## config.mk

```make
export PLATFORM = sky130hd
export DESIGN_NAME = control_unit
export DESIGN_NICKNAME = d
export VERILOG_FILES = /design/src/rtl/control_unit.sv
export SDC_FILE = /design/constraint.sdc
export NUM_CORES = 1
export LEC_CHECK = 0
export BUFFER_PORTS_ARGS = -buffer_cell sky130_fd_sc_hd__buf_2
export CAP_MARGIN = 25
export CORE_AREA = 2 2 67 69
export CTS_CLUSTER_DIAMETER = 80
export DETAILED_ROUTE_END_ITERATION = 7
export DIE_AREA = 0 0 69 71
export GPL_ROUTABILITY_DRIVEN = 0
export PLACE_DENSITY = 0.78
export SYNTH_ARGS = -nofsm -noshare
export SYNTH_HDL_FRONTEND = slang
export SYNTH_SLANG_ARGS = --single-unit
```

## constraint.sdc

```tcl
create_clock -name clk -period 6.4 [get_ports clk]
set_input_delay 0.96 -clock clk [delete_from_list [all_inputs] [get_ports clk]]
set_output_delay 0.96 -clock clk [all_outputs]
set_load 0.01 [all_outputs]
```

## src/rtl/control_unit.sv

```systemverilog
// control_unit
// Multicycle control FSM for cpu_unit. Sequences fetch, decode, execute,
// memory and writeback, and raises the bad-opcode and overflow exceptions.
// Every control output is registered from the next state. The one exception
// is the BRANCH term of PC_w, which must follow the ALU zero flag in the
// same cycle.

module control_unit #(
   parameter int MEM_LAT = 1
) (
   input  logic       clk,
   input  logic       rst,
   input  logic [5:0] opcode,
   input  logic [5:0] funct,
   input  logic       zero,
   input  logic       overflow,
   output logic       PC_w,
   output logic [1:0] pc_src,
   output logic [1:0] crtl_error,
   output logic [1:0] crtl_iord,
   output logic [1:0] crtl_ss,
   output logic       crtl_mem_w,
   output logic       crtl_irwrite,
   output logic [2:0] crtl_regdst,
   output logic [3:0] crtl_memtoreg,
   output logic       reg_w,
   output logic       ab_w,
   output logic       aluout_w,
   output logic       alu_src_a,
   output logic [1:0] alu_src_b,
   output logic [2:0] alu_op,
   output logic       epc_w,
   output logic [4:0] state
);

   typedef enum logic [4:0] {
      S_RESET  = 5'd0,
      S_FETCH  = 5'd1,
      S_FWAIT  = 5'd2,
      S_IRLD   = 5'd3,
      S_DECODE = 5'd4,
      S_RX     = 5'd5,
      S_WBR    = 5'd6,
      S_ADDI   = 5'd7,
      S_WBI    = 5'd8,
      S_BRANCH = 5'd9,
      S_MADDR  = 5'd10,
      S_MRD    = 5'd11,
      S_MWAIT  = 5'd12,
      S_WBL    = 5'd13,
      S_MWR    = 5'd14,
      S_LUI    = 5'd15,
      S_JUMP   = 5'd16,
      S_JAL    = 5'd17,
      S_JR     = 5'd18,
      S_EXC    = 5'd19,
      S_EWAIT  = 5'd20,
      S_ELD    = 5'd21
   } state_t;

   localparam logic [5:0] OP_RTYPE = 6'h00;
   localparam logic [5:0] OP_J     = 6'h02;
   localparam logic [5:0] OP_JAL   = 6'h03;
   localparam logic [5:0] OP_BEQ   = 6'h04;
   localparam logic [5:0] OP_BNE   = 6'h05;
   localparam logic [5:0] OP_ADDI  = 6'h08;
   localparam logic [5:0] OP_LUI   = 6'h0f;
   localparam logic [5:0] OP_LW    = 6'h23;
   localparam logic [5:0] OP_SB    = 6'h28;
   localparam logic [5:0] OP_SH    = 6'h29;
   localparam logic [5:0] OP_SW    = 6'h2b;

   localparam logic [5:0] FN_JR    = 6'h08;
   localparam logic [5:0] FN_ADD   = 6'h20;
   localparam logic [5:0] FN_SUB   = 6'h22;
   localparam logic [5:0] FN_AND   = 6'h24;

   localparam logic [2:0] ALU_PASS = 3'd0;
   localparam logic [2:0] ALU_ADD  = 3'd1;
   localparam logic [2:0] ALU_SUB  = 3'd2;
   localparam logic [2:0] ALU_AND  = 3'd3;

   localparam logic [1:0] CAUSE_OPCODE   = 2'd0;
   localparam logic [1:0] CAUSE_OVERFLOW = 2'd1;

   // A wait state lasts MEM_LAT cycles: load MEM_LAT-1 on entry, leave at 0.
   localparam logic [1:0] WAIT_LOAD = 2'(MEM_LAT - 1);

   state_t     cur_state;
   state_t     next_state;
   logic [1:0] wait_cnt;
   logic [1:0] cause;
   logic [1:0] next_cause;
   logic       pc_w_q;
   logic       branch_taken;
   logic       entering_wait;

   // Next-state and exception-cause selection from the current state and inputs.
   always_comb begin
      next_state = cur_state;
      next_cause = cause;
      case (cur_state)
         S_RESET:  next_state = S_FETCH;
         S_FETCH:  next_state = S_FWAIT;
         S_FWAIT:  if (wait_cnt == 2'd0) next_state = S_IRLD;
         S_IRLD:   next_state = S_DECODE;
         S_DECODE: begin
            case (opcode)
               OP_RTYPE: begin
                  if (funct == FN_ADD || funct == FN_SUB || funct == FN_AND) begin
                     next_state = S_RX;
                  end else if (funct == FN_JR) begin
                     next_state = S_JR;
                  end else begin
                     next_state = S_EXC;
                     next_cause = CAUSE_OPCODE;
                  end
               end
               OP_ADDI:                   next_state = S_ADDI;
               OP_BEQ, OP_BNE:            next_state = S_BRANCH;
               OP_LW, OP_SW, OP_SB, OP_SH: next_state = S_MADDR;
               OP_LUI:                    next_state = S_LUI;
               OP_J:                      next_state = S_JUMP;
               OP_JAL:                    next_state = S_JAL;
               default: begin
                  next_state = S_EXC;
                  next_cause = CAUSE_OPCODE;
               end
            endcase
         end
         S_RX: begin
            if (overflow && (funct == FN_ADD || funct == FN_SUB)) begin
               next_state = S_EXC;
               next_cause = CAUSE_OVERFLOW;
            end else begin
               next_state = S_WBR;
            end
         end
         S_WBR:    next_state = S_FETCH;
         S_ADDI: begin
            if (overflow) begin
               next_state = S_EXC;
               next_cause = CAUSE_OVERFLOW;
            end else begin
               next_state = S_WBI;
            end
         end
         S_WBI:    next_state = S_FETCH;
         S_BRANCH: next_state = S_FETCH;
         S_MADDR:  next_state = (opcode == OP_LW) ? S_MRD : S_MWR;
         S_MRD:    next_state = S_MWAIT;
         S_MWAIT:  if (wait_cnt == 2'd0) next_state = S_WBL;
         S_WBL:    next_state = S_FETCH;
         S_MWR:    next_state = S_FETCH;
         S_LUI:    next_state = S_FETCH;
         S_JUMP:   next_state = S_FETCH;
         S_JAL:    next_state = S_JUMP;
         S_JR:     next_state = S_FETCH;
         S_EXC:    next_state = S_EWAIT;
         S_EWAIT:  if (wait_cnt == 2'd0) next_state = S_ELD;
         S_ELD:    next_state = S_FETCH;
         default:  next_state = S_RESET;
      endcase
   end

   // The wait counter reloads on every fresh entry into a wait state.
   assign entering_wait = (next_state == S_FWAIT || next_state == S_MWAIT ||
                           next_state == S_EWAIT) && (next_state != cur_state);

   // State, wait counter, cause and the registered control word for the next state.
   always_ff @(posedge clk) begin
      if (rst) begin
         cur_state     <= S_RESET;
         wait_cnt      <= 2'd0;
         cause         <= 2'd0;
         pc_w_q        <= 1'b0;
         pc_src        <= 2'd0;
         crtl_error    <= 2'd0;
         crtl_iord     <= 2'd0;
         crtl_ss       <= 2'd0;
         crtl_mem_w    <= 1'b0;
         crtl_irwrite  <= 1'b0;
         crtl_regdst   <= 3'd0;
         crtl_memtoreg <= 4'd0;
         reg_w         <= 1'b0;
         ab_w          <= 1'b0;
         aluout_w      <= 1'b0;
         alu_src_a     <= 1'b0;
         alu_src_b     <= 2'd0;
         alu_op        <= 3'd0;
         epc_w         <= 1'b0;
      end else begin
         cur_state <= next_state;
         cause     <= next_cause;
         if (entering_wait) begin
            wait_cnt <= WAIT_LOAD;
         end else if (wait_cnt != 2'd0) begin
            wait_cnt <= wait_cnt - 2'd1;
         end

         pc_w_q        <= 1'b0;
         pc_src        <= 2'd0;
         crtl_error    <= 2'd0;
         crtl_iord     <= 2'd0;
         crtl_ss       <= 2'd0;
         crtl_mem_w    <= 1'b0;
         crtl_irwrite  <= 1'b0;
         crtl_regdst   <= 3'd0;
         crtl_memtoreg <= 4'd0;
         reg_w         <= 1'b0;
         ab_w          <= 1'b0;
         aluout_w      <= 1'b0;
         alu_src_a     <= 1'b0;
         alu_src_b     <= 2'd0;
         alu_op        <= 3'd0;
         epc_w         <= 1'b0;

         case (next_state)
            S_FETCH: begin
               alu_src_b <= 2'd1;
               alu_op    <= ALU_ADD;
               pc_w_q    <= 1'b1;
            end
            S_IRLD: crtl_irwrite <= 1'b1;
            S_DECODE: begin
               ab_w      <= 1'b1;
               aluout_w  <= 1'b1;
               alu_src_b <= 2'd3;
               alu_op    <= ALU_ADD;
            end
            S_RX: begin
               alu_src_a <= 1'b1;
               aluout_w  <= 1'b1;
               if (funct == FN_SUB) begin
                  alu_op <= ALU_SUB;
               end else if (funct == FN_AND) begin
                  alu_op <= ALU_AND;
               end else begin
                  alu_op <= ALU_ADD;
               end
            end
            S_WBR: begin
               reg_w         <= 1'b1;
               crtl_regdst   <= 3'd1;
               crtl_memtoreg <= 4'd1;
            end
            S_ADDI, S_MADDR: begin
               alu_src_a <= 1'b1;
               alu_src_b <= 2'd2;
               alu_op    <= ALU_ADD;
               aluout_w  <= 1'b1;
            end
            S_WBI: begin
               reg_w         <= 1'b1;
               crtl_memtoreg <= 4'd1;
            end
            S_BRANCH: begin
               alu_src_a <= 1'b1;
               alu_op    <= ALU_SUB;
               pc_src    <= 2'd1;
            end
            S_MRD, S_MWAIT: crtl_iord <= 2'd2;
            S_WBL: begin
               reg_w         <= 1'b1;
               crtl_memtoreg <= 4'd9;
            end
            S_MWR: begin
               crtl_iord  <= 2'd2;
               crtl_mem_w <= 1'b1;
               if (opcode == OP_SH) begin
                  crtl_ss <= 2'd1;
               end else if (opcode == OP_SB) begin
                  crtl_ss <= 2'd2;
               end else begin
                  crtl_ss <= 2'd0;
               end
            end
            S_LUI: begin
               reg_w         <= 1'b1;
               crtl_memtoreg <= 4'd5;
            end
            S_JUMP: begin
               pc_w_q <= 1'b1;
               pc_src <= 2'd2;
            end
            S_JAL: begin
               reg_w         <= 1'b1;
               crtl_regdst   <= 3'd2;
               crtl_memtoreg <= 4'd8;
            end
            S_JR: begin
               alu_src_a <= 1'b1;
               alu_op    <= ALU_PASS;
               pc_w_q    <= 1'b1;
            end
            S_EXC: begin
               epc_w      <= 1'b1;
               alu_src_b  <= 2'd1;
               alu_op     <= ALU_SUB;
               crtl_iord  <= 2'd1;
               crtl_error <= next_cause;
            end
            S_EWAIT: begin
               crtl_iord  <= 2'd1;
               crtl_error <= next_cause;
            end
            S_ELD: begin
               pc_w_q     <= 1'b1;
               pc_src     <= 2'd3;
               crtl_error <= next_cause;
            end
            default: begin
               pc_w_q <= 1'b0;
            end
         endcase
      end
   end

   // Branch decision follows the zero flag in the same cycle the ALU compares.
   always_comb begin
      branch_taken = 1'b0;
      if (cur_state == S_BRANCH) begin
         branch_taken = (opcode == OP_BNE) ? !zero : zero;
      end
   end

   assign PC_w  = pc_w_q | branch_taken;
   assign state = cur_state;

endmodule
```

==> impl_metrics.env, run 1 <==
export IMPL_status="finished clean"
export IMPL_die_w_um=69
export IMPL_dp_worst_setup_slack_ps=2990
export IMPL_cts_tree="done"
export IMPL_yosys_warnings=0
export IMPL_cp_arrival_ps=3380
export IMPL_regToRegSetupSlack_ps=3480
export IMPL_worst_r2r_cell_count=7
export IMPL_drv_cap=0
export IMPL_postCtsResizedCells=0
export IMPL_htreeDepth=2
export IMPL_setup_violations=0
export IMPL_dr_pass1_iters=4
export IMPL_worst_path_max_fanout=11
export IMPL_dp_hpwl_um=4100
export IMPL_grt_overflow=0
export IMPL_drt_iter0_drc=164
export IMPL_crit_path_top_delay_cell="or4_1"
export IMPL_drc=0
export IMPL_start_kind="primary input"
export IMPL_syn_avg_cell_area_um2=8.06
export IMPL_worst_slew_pin_transition_ps=924
export IMPL_final_hold_violation_count=0
export IMPL_power_leakage_nw=1.02
export IMPL_drv_slew=0
export IMPL_crit_start="funct[0]"
export IMPL_core_um2=4200
export IMPL_clk_pin_slew_worst_paths_ps=70
export IMPL_reg2reg_to="crtl_error[0]"
export IMPL_multiInputGateArea_um2=1340
export IMPL_synth_async_reset_ratio=0
export IMPL_synth_top_area_share=0.312
export IMPL_fill_cells=395
export IMPL_die_y_um=71
export IMPL_rows=24
export IMPL_end_kind="flop"
export IMPL_initial_core_util=0.519
export IMPL_powerDensity_nw_per_um2=229
export IMPL_antenna_found_initial=0
export IMPL_setup_tns_ps=0
export IMPL_reg2reg_from="state[1]"
export IMPL_grt_pass1_wl_um=8960
export IMPL_drive_gt1_frac=0.248
export IMPL_path_class="in -> reg"
export IMPL_vias=2165
export IMPL_fin_ws_ps=3240
export IMPL_ioPinCount=49
export IMPL_yosys_top_cells_area="dfxtp_1, nor2_1, nand2_1"
export IMPL_seq_area_frac_synth=0.312
export IMPL_ant_nets=0
export IMPL_regArea_um2=681
export IMPL_crit_end="alu_op[0]"
export IMPL_ys_flop_type="dfxtp_1"
export IMPL_io_buffers=45
export IMPL_synthMostInstantiatedCell="dfxtp_1"
export IMPL_vdd_drop_max_v=0.000135
export IMPL_min_path_type="reg -> reg"
export IMPL_antennaDiodeCount=0
export IMPL_clock_skew_ps=4.53
export IMPL_dieArea_um2=4900
export IMPL_ys_ff_latch=34
export IMPL_rsz0062_at_grt="no"
export IMPL_root_buffer="clkbuf_8"
export IMPL_grt_max_degree=22
export IMPL_synth_top_cell_by_area="dfxtp_1"
export IMPL_max_freq_mhz=316
export IMPL_post_route_min_period_ps=3160
export IMPL_clk_latency_ps=290
export IMPL_cts_num_sinks=34
export IMPL_maxSlewHeadroom=0.381
export IMPL_synth_edff_count=0
export IMPL_cp_slowest_stage_delay_ps=630
export IMPL_clockBufferDepth=2
export IMPL_wire_per_inst_um=15.3
export IMPL_synth_cells=271
export IMPL_grt_usage=0.227
export IMPL_areaGrowthSynthToFinish_pct=14.1
export IMPL_p_total_w=0.000569
export IMPL_post_cts_setup_buffers=0
export IMPL_synthDistinctLibCells=70
export IMPL_synth_cell_area_um2=2180
export IMPL_period_share=0.494
export IMPL_vias_per_cell=6.05
export IMPL_wl_um=5480
export IMPL_cp_cell_sequence="buf_2, nor4b_4, a2111oi_2, o311ai_1, o211ai_1, or4_1, a31oi_1"
export IMPL_nets=322
export IMPL_grt_pass1_vias=1903
export IMPL_worstPathRequired_ps=6620
export IMPL_synth_common_cells="dfxtp_1, nor2_1, nand2_1, a21oi_1"
export IMPL_cts_hold_buffers_added=0
export IMPL_cts_buffers=5
how the worst min path moves through the flow:
stage	start	end	depth (start not counted)
final	cause[1]	cause[1]	1
after global routing	cause[1]	cause[1]	1
after CTS	cause[1]	cause[1]	1
after detailed placement	cause[1]	cause[1]	1
after global placement	cause[1]	cause[1]	1
after floorplan	cause[1]	cause[1]	1
critical path, delay by kind of cell:
family          cells  cell delay (ps)
simple gates        2             1180
compound gates      4             1110
buf+inv             1              120
cells by family after synthesis:
| family | share of synthesized area |
|---|---|
| multiplexers | 0.0241 |
| buffers and inverters | 0.0774 |
| adder cells (fa/ha/maj) | 0.00573 |
| XOR/XNOR | 0.0241 |
| AO/OA/AOI/OAI | 0.264 |
| flip-flops | 0.312 |
| other | 0.00172 |
| AND/OR/NAND/NOR | 0.291 |
cells in the final DEF (no fill, tap or decap), drive strengths merged, types with 4 or more instances in the layout:
cell type  count
a2111oi        4
a211oi         5
a21o           4
a21oi         19
a31oi          6
buf           45
clkbuf         5
dfxtp         34
inv           11
nand2         25
nand2b        11
nand3          8
nand4          4
nor2          27
nor3          11
nor4b          4
o21ai         11
or3            4
xnor2          4
stage by stage:
| step | area, µm² | hold slack, ps | util | instances |
|---|---|---|---|---|
| 5_1_grt | 2490 | 451 | 0.593 | 358 |
| 3_3_place_gp | 2350 | 426 | 0.560 | 350 |
| 4_1_cts | 2490 | 441 | 0.593 | 358 |
| 3_5_place_dp | 2350 | 431 | 0.560 | 350 |
| 2_1_floorplan | 2190 | 424 | - | 273 |
| 6_report | 2490 | 440 | 0.593 | 358 |
area by class of cell:
class / instances / share of cell area
multi-input combinational: 208 / 0.538
timing repair buffer: 45 / 0.0904
clock buffer: 5 / 0.0276
tap: 52 / 0.0261
clock inverter: 3 / 0.0276
sequential: 34 / 0.273
inverter: 11 / 0.0166
where the power goes:
group | switching [W] | internal [W]
combinational | 0.0000679 | 0.0000359
clock | 0.0000830 | 0.000156
sequential | 0.00000851 | 0.000218
flip-flops by register name (all words and copies together) (netlist names), 2 cells and up:
register       cells
alu_op             2
alu_src_b          2
cause              2
crtl_error         2
crtl_iord          2
crtl_memtoreg      3
crtl_regdst        2
crtl_ss            2
pc_src             2
state              5
wait_cnt           2
metal layers:
layer | part of all wire | up-vias | wire length, µm | track usage
met5 | 0 | - | 0 | 0
met4 | 0.014 | 0 | 78 | 0.0806
met2 | 0.48 | 92 | 2610 | 0.362
li1 | - | 1067 | - | -
met1 | 0.44 | 998 | 2390 | 0.300
met3 | 0.073 | 8 | 399 | 0.0556
Note: power is estimated with default switching activity, not from simulation.
==> run 2: changes to the inputs <==
Clock period 6.4 ns to 3.3 ns, I/O delays scaled along.
==> impl_metrics.env, run 2 (synthesis gave the netlist of run 1 again) <==
export IMPL_drt_iter0_drc=204
export IMPL_grt_pass1_vias=1829
export IMPL_cts_num_sinks=34
export IMPL_wl_um=5670
export IMPL_cp_arrival_ps=3120
export IMPL_setup_violations=0
export IMPL_clockBufferDepth=2
export IMPL_clk_pin_slew_worst_paths_ps=70
export IMPL_start_kind="flop"
export IMPL_postCtsResizedCells=0
export IMPL_end_kind="flop"
export IMPL_grt_overflow=0
export IMPL_root_buffer="clkbuf_8"
export IMPL_maxSlewHeadroom=0.391
export IMPL_nets=324
export IMPL_wire_per_inst_um=15.8
export IMPL_initial_core_util=0.519
export IMPL_largest_reg_flops=5
export IMPL_grt_max_degree=22
export IMPL_ioPinCount=49
export IMPL_setup_tns_ps=0
export IMPL_min_path_type="reg -> reg"
export IMPL_antennaDiodeCount=0
export IMPL_vias=2190
export IMPL_ant_nets=0
export IMPL_power_leakage_nw=1.03
export IMPL_die_w_um=69
export IMPL_post_cts_setup_buffers=0
export IMPL_final_hold_violation_count=0
export IMPL_p_total_w=0.00111
export IMPL_core_um2=4200
export IMPL_period_share=0.883
export IMPL_mostFrequentLayoutCells="buf_2, dfxtp_1, nor2_1"
export IMPL_vias_per_cell=6.08
export IMPL_reg2reg_from="state[2]"
export IMPL_dr_pass1_iters=5
export IMPL_cts_tree="done"
export IMPL_grt_usage=0.227
export IMPL_clk_latency_ps=290
export IMPL_dp_hpwl_um=4140
export IMPL_max_freq_mhz=343
export IMPL_worstPathRequired_ps=3500
export IMPL_grt_pass1_wl_um=8910
export IMPL_cts_buffers=5
export IMPL_holdPathStages=1
export IMPL_final_core_util=0.596
export IMPL_powerDensity_nw_per_um2=443
export IMPL_status="finished clean"
export IMPL_dieArea_um2=4900
export IMPL_cts_hold_buffers_added=0
export IMPL_drv_slew=0
export IMPL_stdcell_count=360
export IMPL_die_y_um=71
export IMPL_path_class="reg -> reg"
export IMPL_postPlaceCellArea_um2=2370
export IMPL_mostFrequentLayoutCell="buf_2"
export IMPL_holdPathEnd="cause[1]"
export IMPL_drc=0
export IMPL_worst_path_max_fanout=15
export IMPL_hold_start="cause[1]"
export IMPL_rsz0062_at_grt="no"
export IMPL_drv_cap=0
export IMPL_areaGrowthSynthToFinish_pct=14.8
export IMPL_htreeDepth=2
export IMPL_final_cell_area_um2=2510
export IMPL_reg2reg_to="crtl_error[0]"
export IMPL_worst_slew_pin_transition_ps=910
export IMPL_worst_r2r_cell_count=7
export IMPL_vdd_drop_max_v=0.000241
export IMPL_antenna_found_initial=0
export IMPL_io_buffers=45
export IMPL_post_route_min_period_ps=2910
export IMPL_regToRegSetupSlack_ps=390
export IMPL_rows=24
export IMPL_clock_skew_ps=5.81
export IMPL_drive_gt1_frac=0.253
export IMPL_dp_cells=352
## run 2: cell count changes in the layout (fill, tap and decap cells not counted)
cell / before / now
buf_4: 0 / 2
## run 2: metal layers
metal  vias to the layer above  routed length (µm)  share of wire  GRT usage
li1                       1068                   -              -          -
met1                       996                2420           0.43      0.297
met2                       120                2750           0.48      0.381
met3                         6                 455          0.080     0.0570
met4                         0                  49         0.0086     0.0458
met5                         -                   0              0          0
## run 2: area by class of cell
| cell class | count | area [µm²] |
|---|---|---|
| sequential | 34 | 681 |
| inverter | 11 | 41.3 |
| clock inverter | 3 | 68.8 |
| multi-input combinational | 208 | 1340 |
| tap | 52 | 65.1 |
| fill | 370 | 1700 |
| clock buffer | 5 | 68.8 |
| timing repair buffer | 47 | 240 |
## run 2: metrics by stage
step                      hold slack (ps)  worst slack (ps)
final                                 443               386
after global routing                  462               215
after CTS                             442               425
after detailed placement              432               357
after global placement                427               386
after floorplan                       424               836
## run 2: critical path, cell delays in order (launching register included)
cell	delay (ps)
dfxtp_1	460
nand2b_2	310
nand2b_1	190
or4_1	590
o211ai_2	190
nor2_1	280
or3_1	530
a211oi_2	270
## run 2: worst max-delay path by stage
stage | start | endpoint | slack, ps | cells past startpoint
floorplan | opcode[3] | crtl_error[0] | 840 | 7
global placement | funct[3] | crtl_error[0] | 390 | 8
detailed placement | funct[0] | alu_op[0] | 360 | 7
CTS | state[2] | crtl_error[0] | 430 | 7
global route | state[2] | crtl_error[0] | 220 | 6
finish | state[2] | crtl_error[0] | 390 | 7
## run 2: power by group
group          switching, W  internal (W)
Combinational      0.000140     0.0000716
Sequential        0.0000125      0.000423
Clock              0.000161      0.000303
Total              0.000313      0.000797
==> run 3: changes to the inputs <==
Settings changed: CELL_PAD_IN_SITES_DETAIL_PLACEMENT set to 1, CELL_PAD_IN_SITES_GLOBAL_PLACEMENT set to 1, CORE_AREA 2 2 67 69 to 2 2 78 80, DIE_AREA 0 0 69 71 to 0 0 80 82, PLACE_DENSITY 0.78 to unset, PLACE_DENSITY_LB_ADDON set to 0.1.
==> impl_metrics.env, run 3 (synthesis gave the netlist of run 1 again) <==
export IMPL_clk_pin_slew_worst_paths_ps=70
export IMPL_vias_per_cell=5.69
export IMPL_cp_arrival_ps=3150
export IMPL_die_y_um=82
export IMPL_io_buffers=45
export IMPL_powerDensity_nw_per_um2=445
export IMPL_grt_max_degree=22
export IMPL_cts_num_sinks=34
export IMPL_grt_usage=0.219
export IMPL_vdd_drop_max_v=0.000193
export IMPL_ant_nets=0
export IMPL_wire_per_inst_um=18.4
export IMPL_crit_end="wait_cnt[1]"
export IMPL_use_met3=0.0374
export IMPL_final_hold_violation_count=0
export IMPL_drt_iter0_drc=140
export IMPL_regToRegSetupSlack_ps=380
export IMPL_met2_usage=0.392
export IMPL_dp_worst_setup_slack_ps=94.6
export IMPL_wl_um=7070
export IMPL_final_core_util=0.443
export IMPL_nets=325
export IMPL_drc=0
export IMPL_setup_tns_ps=0
export IMPL_post_cts_setup_buffers=0
export IMPL_initial_core_util=0.380
export IMPL_rsz0062_at_grt="no"
export IMPL_cts_tree="done"
export IMPL_fill_cells=758
export IMPL_areaGrowthSynthToFinish_pct=16.7
export IMPL_worst_slew_pin_transition_ps=903
export IMPL_end_kind="flop"
export IMPL_path_class="reg -> reg"
export IMPL_mostFrequentLayoutCells="buf_2, dfxtp_1, nor2_1"
export IMPL_clockBufferDepth=2
export IMPL_drv_cap=0
export IMPL_stdcell_count=384
export IMPL_die_w_um=80
export IMPL_global_route_usage_met1=0.274
export IMPL_setup_violations=0
export IMPL_postCtsResizedCells=0
export IMPL_dieArea_um2=6560
export IMPL_maxSlewHeadroom=0.395
export IMPL_crit_start="state[2]"
export IMPL_drv_slew=0
export IMPL_vias=2185
export IMPL_fin_ws_ps=381
export IMPL_p_total_w=0.00113
export IMPL_reg2reg_to="wait_cnt[1]"
export IMPL_status="finished clean"
export IMPL_drive_gt1_frac=0.256
export IMPL_cts_hold_buffers_added=0
export IMPL_rows=28
export IMPL_worst_path_max_fanout=15
export IMPL_clock_skew_ps=4.43
export IMPL_htreeDepth=2
export IMPL_mostFrequentLayoutCell="buf_2"
export IMPL_largest_reg_flops=5
export IMPL_post_route_min_period_ps=2920
export IMPL_worstPathRequired_ps=3530
export IMPL_grt_pass1_wl_um=11000
export IMPL_antenna_found_initial=0
export IMPL_grt_busiest_layer="met2"
export IMPL_core_um2=5750
export IMPL_clk_latency_ps=290
export IMPL_min_path_type="reg -> reg"
export IMPL_ioPinCount=49
export IMPL_worst_r2r_cell_count=6
export IMPL_period_share=0.884
export IMPL_dp_hpwl_um=5390
export IMPL_root_buffer="clkbuf_8"
export IMPL_grt_overflow=0
export IMPL_dr_pass1_iters=4
export IMPL_power_leakage_nw=1.04
export IMPL_antennaDiodeCount=0
export IMPL_start_kind="flop"
export IMPL_cts_buffers=5
export IMPL_dp_cells=376
export IMPL_reg2reg_from="state[2]"
export IMPL_max_freq_mhz=343
export IMPL_grt_pass1_vias=2101
[run 3: cell count changes in the layout (fill, tap and decap cells not counted)]
cell and change:
clkinv_4 -1, buf_4 +1, clkbuf_8 +1
[run 3: layer usage]
metal / vias to the layer above / share of wire
met2: 49 / 0.50
met4: 0 / 0.015
li1: 1066 / -
met3: 12 / 0.037
met5: - / 0
met1: 1058 / 0.45
[run 3: where the power goes]
group	leakage, nW	switching, W	total, W	internal [W]
clock	0.0714	0.000156	0.000479	0.000322
combinational	0.689	0.000146	0.000220	0.0000743
sequential	0.276	0.0000127	0.000436	0.000423
[run 3: final cells by class]
cell class | instances | area [µm²] | share of cell area
Timing Repair Buffer | 48 | 248 | 0.0972
Multi-Input combinational cell | 208 | 1340 | 0.527
Clock buffer | 6 | 82.6 | 0.0324
Sequential cell | 34 | 681 | 0.267
Clock inverter | 2 | 60.1 | 0.0236
Tap cell | 75 | 93.8 | 0.0368
Inverter | 11 | 41.3 | 0.0162
[run 3: worst min path at each step]
stage,startpoint,to,slack (ps),depth (start not counted)
2_1_floorplan,cause[1],cause[1],420,1
3_3_place_gp,cause[1],cause[1],430,1
3_5_place_dp,cause[1],cause[1],440,1
4_1_cts,cause[1],cause[1],470,1
5_1_grt,cause[1],cause[1],480,1
6_report,cause[1],cause[1],460,1
[run 3: stage by stage]
| stage | instance area (µm²) | hold WS (ps) |
|---|---|---|
| floorplan | 2190 | 424 |
| CTS | 2550 | 468 |
| detailed placement | 2400 | 442 |
| global placement | 2400 | 430 |
| finish | 2550 | 463 |
| global route | 2550 | 478 |
[run 3: critical path, stage by stage (launching register included)]
cell	delay, ps
dfxtp_1	630
nor3b_2	360
nand2_1	240
a311oi_2	500
nor2_1	110
a2111oi_0	760
a32o_1	270
